<file path="src/rtl/lut_config_loader.sv">
// ---------------------------------------------------------------------------
// lut_config_loader
//
// Configuration sequencer for a column of shift-loaded LUs. A serial
// bitstream arrives over a valid/ready handshake. Each accepted bit is placed
// on the shared config_data_in line together with a one-cycle strobe to
// exactly one LU. LU 0 is loaded first. The first bit for an LU ends up in
// its q0. When every LU has received LUT_BITS strobes, the loader releases
// prgm_b and all CLB_prgm_b lines, which puts the fabric in operate mode.
//
// Parameters
//   NUM_LUT   number of LUs in the chain (1..64)
//   LUT_BITS  bits per LU (sets the width of the bit counter only)
//
// Ports
//   clk             single clock, rising edge
//   reset           asynchronous, active-low
//   start           one-cycle pulse; begins a pass from IDLE or DONE
//   cfg_valid       source presents a bit on cfg_bit
//   cfg_bit         serial configuration bit
//   cfg_ready       loader accepts a bit this cycle (high only in LOAD)
//   config_data_in  shared data line to all LUs (registered)
//   CLB_prgm_b_in   one-hot per-LU shift strobe, one cycle per transfer
//   CLB_prgm_b_out  per-LU "loaded" flag, sticky until the next start
//   CLB_prgm_b      per-LU operate enable, active-low
//   prgm_b          global mode: 0 = programming, 1 = operate
//   busy            high from start acceptance until DONE is entered
//   done            high while in DONE
// ---------------------------------------------------------------------------
module lut_config_loader #(
    parameter int NUM_LUT  = 4,
    parameter int LUT_BITS = 16
) (
    input  logic               clk,
    input  logic               reset,
    input  logic               start,
    input  logic               cfg_valid,
    input  logic               cfg_bit,
    output logic               cfg_ready,
    output logic               config_data_in,
    output logic [NUM_LUT-1:0] CLB_prgm_b_in,
    output logic [NUM_LUT-1:0] CLB_prgm_b_out,
    output logic [NUM_LUT-1:0] CLB_prgm_b,
    output logic               prgm_b,
    output logic               busy,
    output logic               done
);

    localparam int IDX_W = (NUM_LUT  > 1) ? $clog2(NUM_LUT)  : 1;
    localparam int CNT_W = (LUT_BITS > 1) ? $clog2(LUT_BITS) : 1;

    localparam logic [IDX_W-1:0] LAST_LUT = IDX_W'(NUM_LUT - 1);
    localparam logic [CNT_W-1:0] LAST_BIT = CNT_W'(LUT_BITS - 1);

    typedef enum logic [2:0] {
        S_IDLE,
        S_LOAD,
        S_SETTLE,
        S_MARK,
        S_FINISH,
        S_DONE
    } state_t;

    state_t           state;
    logic [IDX_W-1:0] lut_idx;
    logic [CNT_W-1:0] bit_cnt;

    // All outputs are registered. cfg_ready is set on entry to LOAD and
    // cleared on the edge that leaves it, so cfg_ready is high exactly while
    // in LOAD.
    // NOTE: sequential state uses non-blocking assignments only, so every
    // register samples pre-edge values regardless of statement order.
    always_ff @(posedge clk or negedge reset) begin
        if (!reset) begin
            state          <= S_IDLE;
            lut_idx        <= '0;
            bit_cnt        <= '0;
            cfg_ready      <= 1'b0;
            config_data_in <= 1'b0;
            CLB_prgm_b_in  <= '0;
            CLB_prgm_b_out <= '0;
            CLB_prgm_b     <= '1;
            prgm_b         <= 1'b0;
            busy           <= 1'b0;
            done           <= 1'b0;
        end else begin
            // NOTE: the strobe defaults to zero every cycle. Only an accepted
            // transfer raises it, so a stall never shifts an LU and a strobe
            // never lasts more than one cycle.
            CLB_prgm_b_in <= '0;

            case (state)
                // IDLE and DONE share the start path. From DONE this is a
                // reconfiguration: the fabric drops back to programming mode
                // on the edge that accepts start.
                S_IDLE, S_DONE: begin
                    if (start) begin
                        state          <= S_LOAD;
                        lut_idx        <= '0;
                        bit_cnt        <= '0;
                        CLB_prgm_b_out <= '0;
                        CLB_prgm_b     <= '1;
                        prgm_b         <= 1'b0;
                        busy           <= 1'b1;
                        done           <= 1'b0;
                        cfg_ready      <= 1'b1;
                    end
                end

                S_LOAD: begin
                    if (cfg_valid && cfg_ready) begin
                        config_data_in <= cfg_bit;
                        CLB_prgm_b_in  <= NUM_LUT'(1) << lut_idx;
                        bit_cnt        <= bit_cnt + CNT_W'(1);
                        if (bit_cnt == LAST_BIT) begin
                            cfg_ready <= 1'b0;
                            state     <= S_SETTLE;
                        end
                    end
                end

                // The last strobe for this LU is on the wire during this
                // cycle. The default above clears it at the end of the cycle.
                S_SETTLE: begin
                    state <= S_MARK;
                end

                // The loaded flag rises only after the strobe is already low,
                // so the LU never sees both lines high together.
                S_MARK: begin
                    CLB_prgm_b_out[lut_idx] <= 1'b1;
                    if (lut_idx == LAST_LUT) begin
                        state <= S_FINISH;
                    end else begin
                        lut_idx   <= lut_idx + IDX_W'(1);
                        bit_cnt   <= '0;
                        cfg_ready <= 1'b1;
                        state     <= S_LOAD;
                    end
                end

                S_FINISH: begin
                    CLB_prgm_b <= '0;
                    prgm_b     <= 1'b1;
                    busy       <= 1'b0;
                    done       <= 1'b1;
                    state      <= S_DONE;
                end

                default: begin
                    state <= S_IDLE;
                end
            endcase
        end
    end

endmodule

</file>
<file path="config.mk">
export PLATFORM = sky130hd
export DESIGN_NAME = lut_config_loader
export DESIGN_NICKNAME = d
export VERILOG_FILES = /design/src/rtl/lut_config_loader.sv
export SDC_FILE = /design/constraint.sdc
export NUM_CORES = 1
export LEC_CHECK = 0
export BUFFER_PORTS_ARGS = -buffer_cell sky130_fd_sc_hd__buf_2
export CAP_MARGIN = 20
export CORE_MARGIN = 2
export CORE_UTILIZATION = 50
export DETAILED_ROUTE_END_ITERATION = 8
export PLACE_DENSITY = 0.73
export SLEW_MARGIN = 10
export SYNTH_ARGS = -nofsm -noshare
export SYNTH_HDL_FRONTEND = slang
export SYNTH_SLANG_ARGS = --single-unit
</file>
<file path="constraint.sdc">
create_clock -name clk -period 3.7 [get_ports clk]
set_input_delay 0.37 -clock clk [delete_from_list [all_inputs] [get_ports clk]]
set_output_delay 0.37 -clock clk [all_outputs]
set_load 0.03 [all_outputs]
</file>
==> results of run 1 <==
[layout make-up]
class,instances,area share
sequential,22,0.4366
multi-input combinational,76,0.3990
timing repair buffer,21,0.08317
tap,28,0.02772
clock inverter,1,0.02376
clock buffer,3,0.01782
inverter,4,0.01188
[cell families (layout without fill, tap and decap cells)]
family,Yosys count,in the layout
and+or+nand+nor,37,37
AOI/OAI and AO/OA,31,31
DFF,22,22
buffers and inverters,11,29
adders and majority gates,5,5
muxes,2,2
xor gates and xnor gates,1,1
[worst max-delay path, stage by stage, from the launching register on]
cell,delay (ps)
dfrtp_1,550
nor2b_2,270
a32o_2,340
or2_4,270
a22o_1,170
[stage by stage]
| step | setup WS [ps] | std cells |
|---|---|---|
| 2_1_floorplan | 2172 | 109 |
| 3_3_place_gp | 2077 | 151 |
| 3_5_place_dp | 2022 | 151 |
| 4_1_cts | 2024 | 155 |
| 5_1_grt | 1970 | 155 |
| 6_report | 2009 | 155 |
[state kept, by name (all words and copies together), names as in the netlist]
name / count
state: 3
config_data_in: 1
lut_idx: 2
done: 1
cfg_ready: 1
busy: 1
CLB_prgm_b_out: 4
CLB_prgm_b: 1
bit_cnt: 4
CLB_prgm_b_in: 4
[synth_stat cells, types with 2 or more instances]
master | instances | area, um^2
mux2_2 | 2 | 22.52
o21ai_0 | 9 | 45.04
ha_1 | 5 | 62.56
nand2_1 | 11 | 41.29
nor3_1 | 3 | 15.01
buf_4 | 6 | 45.04
nor2_1 | 6 | 22.52
o31ai_1 | 3 | 22.52
o21ai_1 | 2 | 10.01
o21a_1 | 2 | 15.01
inv_1 | 3 | 11.26
nand3_1 | 2 | 10.01
and2_1 | 4 | 25.02
nand3b_1 | 2 | 15.01
dfrtp_1 | 21 | 525.5
a21oi_1 | 8 | 40.04
[final timing paths]
path                                         end  slack (ps)  depth (start not counted)
min in group clk                  config_data_in         270                          2
max in group asynchronous          CLB_prgm_b[2]        3350                          1
worst min register to register    config_data_in         520                          1
worst min-delay path            CLB_prgm_b_in[0]          -8                          1
worst max-delay path                  bit_cnt[1]        2010                          4
worst max register to register        bit_cnt[1]        2010                          4
[where the power goes]
group | internal (W) | switching, W
clock | 0.000110 | 0.0000747
sequential | 0.000283 | 0.0000526
combinational | 0.000104 | 0.000154
total | 0.000497 | 0.000281
[layer usage]
| layer | up-vias | part of all wire | wire [um] | track usage |
|---|---|---|---|---|
| met2 | 17 | 0.51 | 1140 | 0.3333 |
| met1 | 430 | 0.44 | 987 | 0.2154 |
| met4 | 0 | 0.020 | 44 | 0.09649 |
| li1 | 417 | - | - | - |
| met5 | - | 0 | 0 | 0 |
| met3 | 5 | 0.033 | 75 | 0.03509 |
==> results.py, run 1 <==
metrics = {
    "status": {
        "outcome": "finished, violations left",
        "violations": "negative hold slack",
    },
    "grt": {
        "grt_pass1_wl_um": 3670,
        "grtUsageTotal": 0.1890,
        "grt_pass1_vias": 849,
        "antenna_found_initial": 0,
        "grt_max_degree": 23,
        "grt_overflow_total": 0,
    },
    "clock_tree": {
        "cts_tree": "built",
        "hold_buffers": 0,
        "clkTransAtPathRegs_ps": 120,
        "clock_latency_ps": 320,
        "cts_buffers": 3,
        "cts_num_sinks": 22,
        "cts_buffer_depth": 2,
        "root_buffer": "clkbuf_4",
        "htreeDepth": 1,
        "cts_resized": 0,
        "postCtsSetupRepairBufs": 0,
    },
    "detailed_routing": {
        "route.detailed.drc": 0,
        "routedWlPerCell_um": 14.50,
        "drt-pass1-iter-count": 4,
        "ant_nets": 0,
        "wl_um": 2248,
        "drt_iter0_markers": 23,
        "viasPerCell": 5.606,
        "vias": 869,
    },
    "pwr": {
        "p_total_w": 0.0007778,
        "ir_drop_v": 0.0003393,
        "p_leak_nw": 0.5830,
        "p_per_area_nw_per_um2": 615.5,
    },
    "sta": {
        "tightest_slew_ps": 488.9,
        "final-setup-viol-count": 0,
        "skew_ps": 4.117,
        "hold_viol": 13,
        "hold_ws_ps": -7.960,
        "slew_headroom": 0.6741,
        "period_share": 0.4571,
        "rsz0062_at_grt": "false",
        "period_minus_slack_ps": 1691,
        "setup-tns-final_ps": 0,
        "finalMaxSlewViolations": 0,
        "timing.fmax_ghz": 0.5913,
    },
    "die": {
        "start_util": 0.5196,
        "row_count": 17,
        "die_area_um2": 2651,
        "dieWidth_um": 51.49,
        "ios": 22,
        "coreArea_um2": 2170,
        "die_h_um": 51.49,
    },
    "synth": {
        "syn_avg_cell_area_um2": 10.34,
        "ys_seq_area_frac": 0.4895,
        "synth_enable_flop_cells": 0,
        "synth-seq-cells": 22,
        "async_flop_share": 1.000,
        "synthMuxAreaShare": 0.01998,
        "yosys.area_share.simple": 0.1853,
        "yosys_warnings": 0,
        "ys.flop_type": "dfrtp_1",
        "synth-xor-area-share": 0.007769,
        "syn_inst": 109,
        "synthesis.area_um2": 1127,
        "synth.distinct_cells": 36,
        "synth_compound_area_frac": 0.1787,
        "synth_top_family_by_area": "simple AND/OR/NAND/NOR gates",
        "syn_nets": 119,
        "synth_fa_ha_area_frac": 0.05549,
    },
    "placement": {
        "port_buffers": 21,
        "dp_hpwl_um": 1612,
        "gp_congestion": 0.7771,
        "dpl_cell_area_um2": 1211,
    },
    "worst_setup_path": {
        "crit_path_max_fanout": 12,
        "cp_data_required_time_ps": 3920,
        "worst-setup-path-type": "reg2reg",
        "critPathLaunch": "state[0]",
        "reg2reg_from": "state[0]",
        "end_kind": "flip-flop",
        "cp.arrival_ps": 1910,
        "cp-start-kind": "flip-flop",
    },
    "worst_hold_path": {
        "hold_class": "in2async",
    },
    "finish": {
        "final_cell_mix": "dfrtp_1 (21), buf_2 (21), nand2_1 (11), o21ai_0 (9), a21oi_1 (8)",
        "drive_above_1_share": 0.2756,
        "area_growth_pct": 12.10,
        "diodes": 0,
        "fin_area_um2": 1264,
        "multi_input_area_um2": 504.2,
        "final_core_util": 0.5825,
        "nFillCells": 213,
        "fin_nets": 138,
        "regArea_um2": 551.8,
    },
    "run": {
        "maxCapViolations": 0,
    },
}
Power figures use the tool's default switching activity.
==> inputs of run 2 (changes only) <==
==> constraint.sdc (replaced) <==
create_clock -name clk -period 1.8 [get_ports clk]
set_input_delay 0.18 -clock clk [delete_from_list [all_inputs] [get_ports clk]]
set_output_delay 0.18 -clock clk [all_outputs]
set_load 0.03 [all_outputs]
==> run 2 against run 1 <==
The flow now finishes without violations. Register-to-register slack got worse by 1700 ps. Core utilization rose by 1.2 points. Clock power rose by 110%. Critical endpoint unchanged.
==> results.py, run 2 (synthesis gave the netlist of run 1 again) <==
metrics = {
    "status": {
        "outcome": "finished clean",
    },
    "worst_hold_path": {
        "hold_class": "in2reg",
    },
    "grt": {
        "grt_max_degree": 23,
        "antenna_found_initial": 0,
        "grt_pass1_wl_um": 3567,
        "grt_pass1_vias": 842,
        "grt_overflow_total": 0,
        "grtUsageTotal": 0.1859,
    },
    "detailed_routing": {
        "drt-pass1-iter-count": 4,
        "routedWlPerCell_um": 13.58,
        "ant_nets": 0,
        "route.detailed.drc": 0,
        "viasPerCell": 5.582,
        "vias": 882,
        "drt_iter0_markers": 16,
        "wl_um": 2145,
    },
    "worst_setup_path": {
        "reg2reg_from": "state[2]",
        "cp.arrival_ps": 1760,
        "rrSetupSlack_ps": 270,
        "crit_path_max_fanout": 9,
        "cp_data_required_time_ps": 2030,
        "worst-setup-path-type": "reg2reg",
        "critPathLaunch": "state[2]",
        "end_kind": "flip-flop",
        "reg2reg_to": "bit_cnt[1]",
        "r2r_cells": 4,
        "cp-start-kind": "flip-flop",
        "critPathCapture": "bit_cnt[1]",
    },
    "clock_tree": {
        "postCtsSetupRepairBufs": 0,
        "cts_num_sinks": 22,
        "cts_buffer_depth": 2,
        "cts_resized": 0,
        "clkTransAtPathRegs_ps": 130,
        "root_buffer": "clkbuf_4",
        "clock_latency_ps": 320,
        "cts_tree": "built",
        "htreeDepth": 1,
        "cts_buffers": 3,
    },
    "sta": {
        "slew_headroom": 0.6795,
        "period_share": 0.8503,
        "hold_ws_ps": 79.68,
        "finalWorstSetupSlack_ps": 269.5,
        "finalMaxSlewViolations": 0,
        "final-setup-viol-count": 0,
        "skew_ps": 15.91,
        "rsz0062_at_grt": "false",
        "tightest_slew_ps": 480.7,
        "hold_viol": 0,
        "setup-tns-final_ps": 0,
        "period_minus_slack_ps": 1531,
        "timing.fmax_ghz": 0.6534,
    },
    "die": {
        "start_util": 0.5196,
        "row_count": 17,
        "ios": 22,
        "die_area_um2": 2651,
        "die_h_um": 51.49,
        "dieWidth_um": 51.49,
        "coreArea_um2": 2170,
    },
    "finish": {
        "area_growth_pct": 14.32,
        "final_cells": 158,
        "drive_above_1_share": 0.2846,
        "diodes": 0,
        "final_cell_mix": "dfrtp_1 (21), buf_2 (21), nand2_1 (11), o21ai_0 (9), a21oi_1 (8)",
        "final_core_util": 0.5940,
        "reg_top3": "CLB_prgm_b_in: 4 flops, CLB_prgm_b_out: 4 flops, bit_cnt: 4 flops",
        "fin_nets": 141,
    },
    "placement": {
        "place_ws_ps": 293.1,
        "dp_hpwl_um": 1624,
        "place_inst": 153,
        "port_buffers": 21,
        "gp_congestion": 0.8869,
    },
    "pwr": {
        "p_per_area_nw_per_um2": 1257,
        "p_leak_nw": 0.5971,
        "ir_drop_v": 0.0007039,
    },
    "run": {
        "maxCapViolations": 0,
    },
}
==> run 2: how the worst min path moves through the flow <==
stage                             to     from  depth (start not counted)  slack (ps)
floorplan           CLB_prgm_b_in[0]    reset                          0        -120
global placement    CLB_prgm_b_in[1]    reset                          1         160
detailed placement  CLB_prgm_b_in[0]    reset                          1         170
CTS                   config_data_in  cfg_bit                          2          80
global route          config_data_in  cfg_bit                          2          90
finish                config_data_in  cfg_bit                          2          80
==> run 2: layout make-up <==
type	count	area, um^2
fillers	193	880.8
flip-flops and latches	22	551.8
multi-input cells	76	504.2
repair buffers	24	130.1
well taps	28	35.03
clock inverters	1	30.03
clock buffers	3	22.52
inverters	4	15.01
==> run 2: stage by stage <==
step                total power (W)  cell area [um^2]
detailed placement         0.001243              1226
CTS                        0.001628              1289
floorplan                  0.001100              1127
finish                     0.001621              1289
global placement           0.001222              1226
global route               0.001728              1289
==> run 2: per-layer routing <==
metal  global-route usage  vias up  part of all wire
met5                    0        -                 0
met4              0.09211        0             0.018
met3              0.02632        4             0.046
met2               0.3226       23              0.51
met1               0.2228      434              0.43
li1                     -      421                 -
==> run 2: timing repair <==
item / CTS / global route
hold endpoints to repair: 21 / 0
setup endpoints to repair: 0 / 0
hold buffers: 1 / 0
==> run 2: worst max-delay path: stages, from the launching register on <==
cell and delay [ps]:
dfrtp_1 530, nor2b_2 140, a32o_2 340, or2_4 270, a22o_1 170
==> run 2: power by group <==
group          switching (W)  internal, W
Combinational       0.000348     0.000229
Clock               0.000158     0.000225
Sequential         0.0000782     0.000582
